[src/rtl/iic_slave_regport.sv]
// rtl/iic_slave_regport.sv - I2C target exposing a 256 x 8 register window on a parallel port
// Optional SCL/SDA glitch filter enabled by defining IIC_SLAVE_GLITCH_FILTER_EN
module iic_slave_regport #(
  parameter logic [6:0] DEV_ADDR = 7'h39
) (
  input  logic       i_clk,
  input  logic       i_rst_n,
  input  logic       i_scl,
  input  logic       i_sda,
  output logic       o_sda_oe,
  output logic       o_busy,
  output logic [7:0] o_reg_addr,
  output logic [7:0] o_reg_wdata,
  output logic       o_reg_wr,
  output logic       o_reg_rd,
  input  logic [7:0] i_reg_rdata
);

  typedef enum logic [3:0] {
    S_IDLE, S_START, S_ADDR, S_ADDR_ACK, S_SUB, S_SUB_ACK,
    S_WDATA, S_WDATA_ACK, S_RDATA, S_MACK, S_IGNORE
  } state_e;

  state_e     state_q, state_d;
  logic [1:0] scl_sync_q, sda_sync_q;
  logic       scl_s, sda_s;
  logic       scl_prev_q, sda_prev_q;
  logic       scl_rise, scl_fall, start_det, stop_det;
  logic [3:0] bit_cnt_q, bit_cnt_d;
  logic [7:0] shift_q, shift_d, byte_in;
  logic       byte_done;
  logic       rw_q, rw_d;
  logic       mack_q, mack_d;
  logic       rd_p1_q, rd_p2_q;
  logic       sda_oe_q, sda_oe_d;
  logic       busy_q, busy_d;
  logic       reg_wr_q, reg_wr_d;
  logic       reg_rd_q, reg_rd_d;
  logic [7:0] reg_addr_q, reg_addr_d;
  logic [7:0] reg_wdata_q, reg_wdata_d;

  always_ff @(posedge i_clk or negedge i_rst_n) begin
    if (!i_rst_n) begin
      scl_sync_q <= 2'b11;
      sda_sync_q <= 2'b11;
    end else begin
      scl_sync_q <= {scl_sync_q[0], i_scl};
      sda_sync_q <= {sda_sync_q[0], i_sda};
    end
  end

`ifdef IIC_SLAVE_GLITCH_FILTER_EN
  // A line must disagree with its filtered value for 4 straight clocks to flip it.
  logic       scl_filt_q, sda_filt_q;
  logic [1:0] scl_cnt_q, sda_cnt_q;

  always_ff @(posedge i_clk or negedge i_rst_n) begin
    if (!i_rst_n) begin
      scl_filt_q <= 1'b1;
      sda_filt_q <= 1'b1;
      scl_cnt_q  <= 2'd0;
      sda_cnt_q  <= 2'd0;
    end else begin
      if (scl_sync_q[1] == scl_filt_q) begin
        scl_cnt_q <= 2'd0;
      end else if (scl_cnt_q == 2'd3) begin
        scl_filt_q <= scl_sync_q[1];
        scl_cnt_q  <= 2'd0;
      end else begin
        scl_cnt_q <= scl_cnt_q + 2'd1;
      end
      if (sda_sync_q[1] == sda_filt_q) begin
        sda_cnt_q <= 2'd0;
      end else if (sda_cnt_q == 2'd3) begin
        sda_filt_q <= sda_sync_q[1];
        sda_cnt_q  <= 2'd0;
      end else begin
        sda_cnt_q <= sda_cnt_q + 2'd1;
      end
    end
  end

  assign scl_s = scl_filt_q;
  assign sda_s = sda_filt_q;
`else
  assign scl_s = scl_sync_q[1];
  assign sda_s = sda_sync_q[1];
`endif

  always_ff @(posedge i_clk or negedge i_rst_n) begin
    if (!i_rst_n) begin
      scl_prev_q <= 1'b1;
      sda_prev_q <= 1'b1;
    end else begin
      scl_prev_q <= scl_s;
      sda_prev_q <= sda_s;
    end
  end

  assign scl_rise  = scl_s & ~scl_prev_q;
  assign scl_fall  = ~scl_s & scl_prev_q;
  assign start_det = scl_s & scl_prev_q & ~sda_s & sda_prev_q;
  assign stop_det  = scl_s & scl_prev_q & sda_s & ~sda_prev_q;
  assign byte_in   = {shift_q[6:0], sda_s};
  assign byte_done = scl_rise && (bit_cnt_q == 4'd7);

  always_ff @(posedge i_clk or negedge i_rst_n) begin
    if (!i_rst_n) begin
      state_q     <= S_IDLE;
      bit_cnt_q   <= 4'd0;
      shift_q     <= 8'h00;
      rw_q        <= 1'b0;
      mack_q      <= 1'b0;
      rd_p1_q     <= 1'b0;
      rd_p2_q     <= 1'b0;
      sda_oe_q    <= 1'b0;
      busy_q      <= 1'b0;
      reg_wr_q    <= 1'b0;
      reg_rd_q    <= 1'b0;
      reg_addr_q  <= 8'h00;
      reg_wdata_q <= 8'h00;
    end else begin
      state_q     <= state_d;
      bit_cnt_q   <= bit_cnt_d;
      shift_q     <= shift_d;
      rw_q        <= rw_d;
      mack_q      <= mack_d;
      rd_p1_q     <= reg_rd_q;
      rd_p2_q     <= rd_p1_q;
      sda_oe_q    <= sda_oe_d;
      busy_q      <= busy_d;
      reg_wr_q    <= reg_wr_d;
      reg_rd_q    <= reg_rd_d;
      reg_addr_q  <= reg_addr_d;
      reg_wdata_q <= reg_wdata_d;
    end
  end

  // ACK states use sda_oe_q as their phase: first SCL fall drives, second fall leaves.
  always_comb begin
    state_d = state_q;
    if (stop_det) begin
      state_d = S_IDLE;
    end else if (start_det) begin
      state_d = S_START;
    end else begin
      case (state_q)
        S_START:     if (scl_fall) state_d = S_ADDR;
        S_ADDR:      if (byte_done) state_d = (byte_in[7:1] == DEV_ADDR) ? S_ADDR_ACK : S_IGNORE;
        S_ADDR_ACK:  if (scl_fall && sda_oe_q) state_d = rw_q ? S_RDATA : S_SUB;
        S_SUB:       if (byte_done) state_d = S_SUB_ACK;
        S_SUB_ACK:   if (scl_fall && sda_oe_q) state_d = S_WDATA;
        S_WDATA:     if (byte_done) state_d = S_WDATA_ACK;
        S_WDATA_ACK: if (scl_fall && sda_oe_q) state_d = S_WDATA;
        S_RDATA:     if (scl_fall && bit_cnt_q == 4'd8) state_d = S_MACK;
        S_MACK: begin
          if (scl_rise && sda_s) state_d = S_IGNORE;
          else if (scl_fall && mack_q) state_d = S_RDATA;
        end
        default:     state_d = state_q;
      endcase
    end
  end

  always_comb begin
    sda_oe_d    = sda_oe_q;
    busy_d      = busy_q;
    reg_addr_d  = reg_addr_q;
    reg_wdata_d = reg_wdata_q;
    reg_wr_d    = 1'b0;
    reg_rd_d    = 1'b0;
    bit_cnt_d   = bit_cnt_q;
    shift_d     = shift_q;
    rw_d        = rw_q;
    mack_d      = mack_q;
    if (stop_det) begin
      sda_oe_d  = 1'b0;
      busy_d    = 1'b0;
      bit_cnt_d = 4'd0;
      mack_d    = 1'b0;
    end else if (start_det) begin
      sda_oe_d  = 1'b0;
      busy_d    = 1'b1;
      bit_cnt_d = 4'd0;
      mack_d    = 1'b0;
    end else begin
      case (state_q)
        S_ADDR, S_SUB, S_WDATA: begin
          if (scl_rise) begin
            shift_d   = byte_in;
            bit_cnt_d = byte_done ? 4'd0 : bit_cnt_q + 4'd1;
          end
          if (byte_done && state_q == S_ADDR) rw_d = byte_in[0];
          if (byte_done && state_q == S_SUB) reg_addr_d = byte_in;
          if (byte_done && state_q == S_WDATA) begin
            reg_wdata_d = byte_in;
            reg_wr_d    = 1'b1;
          end
        end
        S_ADDR_ACK, S_SUB_ACK, S_WDATA_ACK: begin
          if (scl_fall) begin
            sda_oe_d = ~sda_oe_q;
            if (sda_oe_q && state_q == S_ADDR_ACK && rw_q) reg_rd_d = 1'b1;
            if (sda_oe_q && state_q == S_WDATA_ACK) reg_addr_d = reg_addr_q + 8'd1;
          end
        end
        S_RDATA: begin
          if (scl_rise) bit_cnt_d = bit_cnt_q + 4'd1;
          if (scl_fall && bit_cnt_q == 4'd8) begin
            sda_oe_d  = 1'b0;
            bit_cnt_d = 4'd0;
            mack_d    = 1'b0;
          end else if (scl_fall && bit_cnt_q != 4'd0) begin
            shift_d  = {shift_q[6:0], 1'b0};
            sda_oe_d = ~shift_q[6];
          end
          // Read data lands two clocks after the request; bit 7 goes out immediately.
          if (rd_p2_q) begin
            shift_d  = i_reg_rdata;
            sda_oe_d = ~i_reg_rdata[7];
          end
        end
        S_MACK: begin
          if (scl_rise && !sda_s) begin
            mack_d     = 1'b1;
            reg_addr_d = reg_addr_q + 8'd1;
          end else if (scl_fall && mack_q) begin
            mack_d   = 1'b0;
            reg_rd_d = 1'b1;
          end
        end
        S_IGNORE: sda_oe_d = 1'b0;
        default: ;
      endcase
    end
  end

  assign o_sda_oe    = sda_oe_q;
  assign o_busy      = busy_q;
  assign o_reg_addr  = reg_addr_q;
  assign o_reg_wdata = reg_wdata_q;
  assign o_reg_wr    = reg_wr_q;
  assign o_reg_rd    = reg_rd_q;

endmodule
[config.mk]
export PLATFORM = sky130hd
export DESIGN_NAME = iic_slave_regport
export DESIGN_NICKNAME = d
export VERILOG_FILES = /design/src/rtl/iic_slave_regport.sv
export SDC_FILE = /design/constraint.sdc
export NUM_CORES = 1
export LEC_CHECK = 0
export ABC_AREA = 1
export CORE_ASPECT_RATIO = 0.5
export CORE_UTILIZATION = 41
export CTS_BUF_LIST = sky130_fd_sc_hd__clkbuf_4 sky130_fd_sc_hd__clkbuf_8
export CTS_CLUSTER_DIAMETER = 60
export DETAILED_ROUTE_END_ITERATION = 8
export PLACE_DENSITY = 0.69
export SYNTH_ARGS = -nofsm -noshare
export SYNTH_HDL_FRONTEND = slang
export SYNTH_SLANG_ARGS = --single-unit
[constraint.sdc]
create_clock -name i_clk -period 4.75 [get_ports i_clk]
set_input_delay 1.1875 -clock i_clk [delete_from_list [all_inputs] [get_ports i_clk]]
set_output_delay 1.1875 -clock i_clk [all_outputs]
set_load 0.02 [all_outputs]
==> impl_results.rst <==
.. list-table::
   :header-rows: 1

   * - Metric
     - Value
   * - Status
     - finished clean
   * - Global route hottest layer
     - met2
   * - Power dissipated by switching net loads
     - 0.000767 W
   * - Power density cells
     - 554 nW/um2
   * - Clock edge transition at the registers on the reported setup and hold paths
     - 90 ps
   * - Root Buffer
     - sky130_fd_sc_hd__clkbuf_8
   * - Placed Instances
     - 443
   * - Via count of the first global-routing pass
     - 2120
   * - Row count
     - 19
   * - Synthesized netlist net count
     - 350
   * - Crit-path cells
     - clkdlybuf4s50_1
   * - Buffers added on ports
     - 31
   * - Fin crit period
     - 2600 ps
   * - Global-route met1 utilization
     - 26.8%
   * - Antenna diode instance count
     - 0
   * - Area share of the leading cell type in the synthesized netlist
     - 38.1%
   * - Filler-free cell count of the finished design
     - 451
   * - Switch share
     - 45.5%
   * - Post-CTS setup-driven buffer insertion count
     - 0
   * - Clock buffers created by TritonCTS
     - 5
   * - Setup repair after global routing missed its margin
     - no
   * - Capturing element type of the critical path
     - output port
   * - Crit start category
     - flip-flop
   * - Clk_skew
     - 13.1 ps
   * - Average wire per cell in the routed design
     - 12.8 um
   * - Synth async-reset ratio
     - 100%
   * - Vias/cell
     - 4.95
   * - GRT met3 Usage
     - 3.97%
   * - CP max FO
     - 7
   * - Final slew viol count
     - 0
   * - Highest clock rate
     - 0.385 GHz
   * - Wirelength, routed
     - 5.77 mm
   * - Total congestion overflow after global routing
     - 0
   * - Vias after detailed routing
     - 2233
   * - Setup violators final
     - 0
   * - Part of the Yosys area used for sequential elements
     - 44.2%
   * - Crit path max-delay family
     - buffers and inverters
   * - Count of endpoints failing hold in the final timing report
     - 0
   * - Remaining max-slew budget at the tightest pin
     - 33.0%
   * - CP required
     - 3560 ps
   * - Average size of a mapped cell
     - 7.65 um2
   * - Top cells by area in the synthesized netlist
     - sky130_fd_sc_hd__dfrtp_1 38%, sky130_fd_sc_hd__nand2_1 13%, sky130_fd_sc_hd__nand3_1 7.2%, sky130_fd_sc_hd__dfstp_2 6.2%, sky130_fd_sc_hd__inv_1 4.4%
   * - Library cell contributing the largest single delay on the critical path
     - sky130_fd_sc_hd__clkdlybuf4s50_1
   * - CP Buf/Inv Count
     - 1
   * - Fraction of power consumed by sequential logic
     - 33.4%
   * - CP Class
     - flip-flop to output port
   * - Router iterations before antenna repair
     - 4
   * - Critical path's largest stage delay
     - 650 ps
   * - Yosys warning total
     - 0
   * - Cts hold-fix bufs
     - 0
   * - Setup WS pre-CTS
     - 2490 ps
   * - Antenna violations before repair
     - 0
   * - FF+latch count, synth
     - 45
   * - Crit path DAT
     - 1410 ps
   * - Die W
     - 114 um
   * - Insertion delay of the later-clocked pin in the worst-skew pair
     - 310 ps
   * - Area of the mapped netlist
     - 2560 um2
   * - Part of the total power dissipated in combinational logic
     - 48.7%
   * - Area of the core region
     - 5750 um2
   * - Number of antenna-violating nets in the routed design
     - 0
   * - 1st-iter DRT viols
     - 231
   * - Maximum number of pins on one net before global-route repair
     - 46
   * - Maximum ir drop on the vdd rail
     - 0.206 mV
   * - Resize count post-CTS
     - 0
   * - Die Span Y
     - 57.9 um
   * - Leakage power summed over all cells
     - 1.46 nW
   * - Instance count of the mapped netlist
     - 335
   * - Cell variety after synth
     - 33
   * - Cell type with the largest total area after synthesis
     - sky130_fd_sc_hd__dfrtp_1
   * - Number of synthesized flops with an enable pin
     - 0
   * - Slew @ Worst Pin
     - 1010 ps
   * - Most frequently used cell type in the post-synthesis netlist
     - sky130_fd_sc_hd__nand2_1
   * - # nets final
     - 381
   * - Final TNS setup
     - 0 ps
   * - Cell Int Power
     - 0.000917 W
   * - Largest buffer count on any clock path
     - 2
   * - DRC violation count after routing
     - 0
   * - Final Cycle Share
     - 54.7%
   * - Placer congestion estimate
     - 0.893
   * - Syn-to-layout area delta
     - 18.6%
   * - Type of the most critical hold path
     - flip-flop to flip-flop
   * - First-pass GRT wire length
     - 9.83 mm
   * - Total routing usage reported by global routing
     - 19.4%
   * - Max-cap viol count
     - 0
   * - Initial Util
     - 44.5%
   * - Overall die area
     - 6590 um2
   * - Minimum setup slack in the final design
     - 2150 ps
   * - Total I/O pin count
     - 32
   * - CTS tree
     - built
   * - Top flip-flop cell by instance count after synthesis
     - sky130_fd_sc_hd__dfrtp_1
   * - HPWL Detailed
     - 4.27 mm
   * - Commonest cells in the synthesized netlist
     - 91 x sky130_fd_sc_hd__nand2_1, 39 x sky130_fd_sc_hd__dfrtp_1, 37 x sky130_fd_sc_hd__nand3_1
   * - Share of final-layout standard cells stronger than drive strength 1
     - 14.7%
   * - Global-route met2 utilization
     - 30.8%
   * - H-Tree Level Count
     - 2
   * - Number of clock sinks
     - 45
   * - Proportion of power drawn by the clock network
     - 17.9%
-- stage by stage --
step	util, %	cell area [um2]	hold slack [ps]	power, W
after floorplan	-	2560	331	0.00118
after global placement	50.8	2920	334	0.00136
after detailed placement	50.8	2920	336	0.00138
after CTS	52.8	3040	355	0.00169
after global routing	52.8	3040	363	0.00183
final	52.8	3040	352	0.00168
-- worst paths after layout --
| kind | start | endpoint | slack, ps | depth (start not counted) |
|---|---|---|---|---|
| worst max-delay path | o_reg_addr[3]$_DFFE_PN0P_ | o_reg_addr[3] | 2150 | 1 |
| worst min-delay path | rd_p1_q$_DFF_PN0_ | rd_p2_q$_DFF_PN0_ | 350 | 0 |
| worst max register to register | state_q[1]$_DFFE_PN0P_ | shift_q[4]$_DFFE_PN0P_ | 2640 | 9 |
| worst min register to register | rd_p1_q$_DFF_PN0_ | rd_p2_q$_DFF_PN0_ | 350 | 0 |
| max in group asynchronous | i_rst_n | bit_cnt_q[0]$_DFFE_PN0P_ | 3070 | 1 |
| min in group asynchronous | i_rst_n | mack_q$_DFFE_PN0P_ | 1040 | 1 |
-- layer usage --
layer / share of wire (%) / vias to the layer above / wire length, um
li1: - / 1145 / -
met1: 49 / 1017 / 2810
met2: 44 / 62 / 2550
met3: 5.7 / 9 / 327
met4: 1.5 / 0 / 84
met5: 0 / - / 0
-- kinds of logic after synthesis --
logic type,synth area share (%)
XOR/XNOR,1.03
AO/OA/AOI/OAI,11.5
buffers and inverters,7.86
flip-flops,44.2
AND/OR/NAND/NOR,33.9
adder cells (fa/ha/maj),1.46
-- cells in the final DEF (no fill, tap or decap), types with 2 or more instances in the layout --
cell / Yosys / final
sky130_fd_sc_hd__inv_2: 7 / 7
sky130_fd_sc_hd__nand3_1: 37 / 37
sky130_fd_sc_hd__nand3b_1: 3 / 3
sky130_fd_sc_hd__nor2_4: 3 / 3
sky130_fd_sc_hd__nand4_1: 6 / 6
sky130_fd_sc_hd__dfstp_2: 6 / 6
sky130_fd_sc_hd__nand3_2: 2 / 2
sky130_fd_sc_hd__nand2_1: 91 / 91
sky130_fd_sc_hd__o21ai_0: 21 / 21
sky130_fd_sc_hd__o21ai_2: 10 / 10
sky130_fd_sc_hd__clkdlybuf4s50_1: 0 / 30
sky130_fd_sc_hd__clkbuf_8: 0 / 5
sky130_fd_sc_hd__nand2_2: 9 / 9
sky130_fd_sc_hd__a31oi_1: 2 / 2
sky130_fd_sc_hd__dfrtp_1: 39 / 39
sky130_fd_sc_hd__nor3_1: 4 / 4
sky130_fd_sc_hd__xor2_1: 3 / 3
sky130_fd_sc_hd__nor2_2: 5 / 5
sky130_fd_sc_hd__o21ai_1: 4 / 4
sky130_fd_sc_hd__ha_1: 3 / 3
sky130_fd_sc_hd__clkinv_1: 2 / 2
sky130_fd_sc_hd__inv_1: 30 / 30
sky130_fd_sc_hd__nor2_1: 26 / 26
sky130_fd_sc_hd__a21oi_1: 8 / 8
-- final cells by class --
type,instances,area [um2]
inverters,40,153
clock inverters,2,38.8
well taps,84,105
clock buffers,6,76.3
flip-flops and latches,45,1130
repair buffers,31,305
fillers,573,2710
multi-input cells,243,1230
-- power groups by stage --
stage          Sequential [W]  Clock (W)  Combinational (W)
2_1_floorplan        0.000580          0           0.000599
3_3_place_gp         0.000561          0           0.000797
3_5_place_dp         0.000568          0           0.000815
4_1_cts              0.000560   0.000309           0.000820
5_1_grt              0.000574   0.000331           0.000924
6_report             0.000562   0.000302           0.000819
-- registers in the layout (all words and copies together) (netlist names) --
register	count
o_reg_addr	8
o_reg_wdata	8
shift_q	7
bit_cnt_q	4
state_q	4
scl_sync_q	2
sda_sync_q	2
mack_q	1
o_busy	1
o_reg_rd	1
o_reg_wr	1
o_sda_oe	1
rd_p1_q	1
rd_p2_q	1
rw_q	1
scl_prev_q	1
sda_prev_q	1
-- worst register-to-register path, stage by stage, from the launching register on --
cell and delay (ps):
sky130_fd_sc_hd__dfrtp_1 450, sky130_fd_sc_hd__inv_1 210, sky130_fd_sc_hd__nand2_1 110, sky130_fd_sc_hd__nor2_2 390, sky130_fd_sc_hd__nor2_1 150, sky130_fd_sc_hd__clkinv_1 110, sky130_fd_sc_hd__o21ai_2 70, sky130_fd_sc_hd__nor2_4 350
sky130_fd_sc_hd__nand2_1 140, sky130_fd_sc_hd__o21ai_2 80
Power figures use the tool's default switching activity.
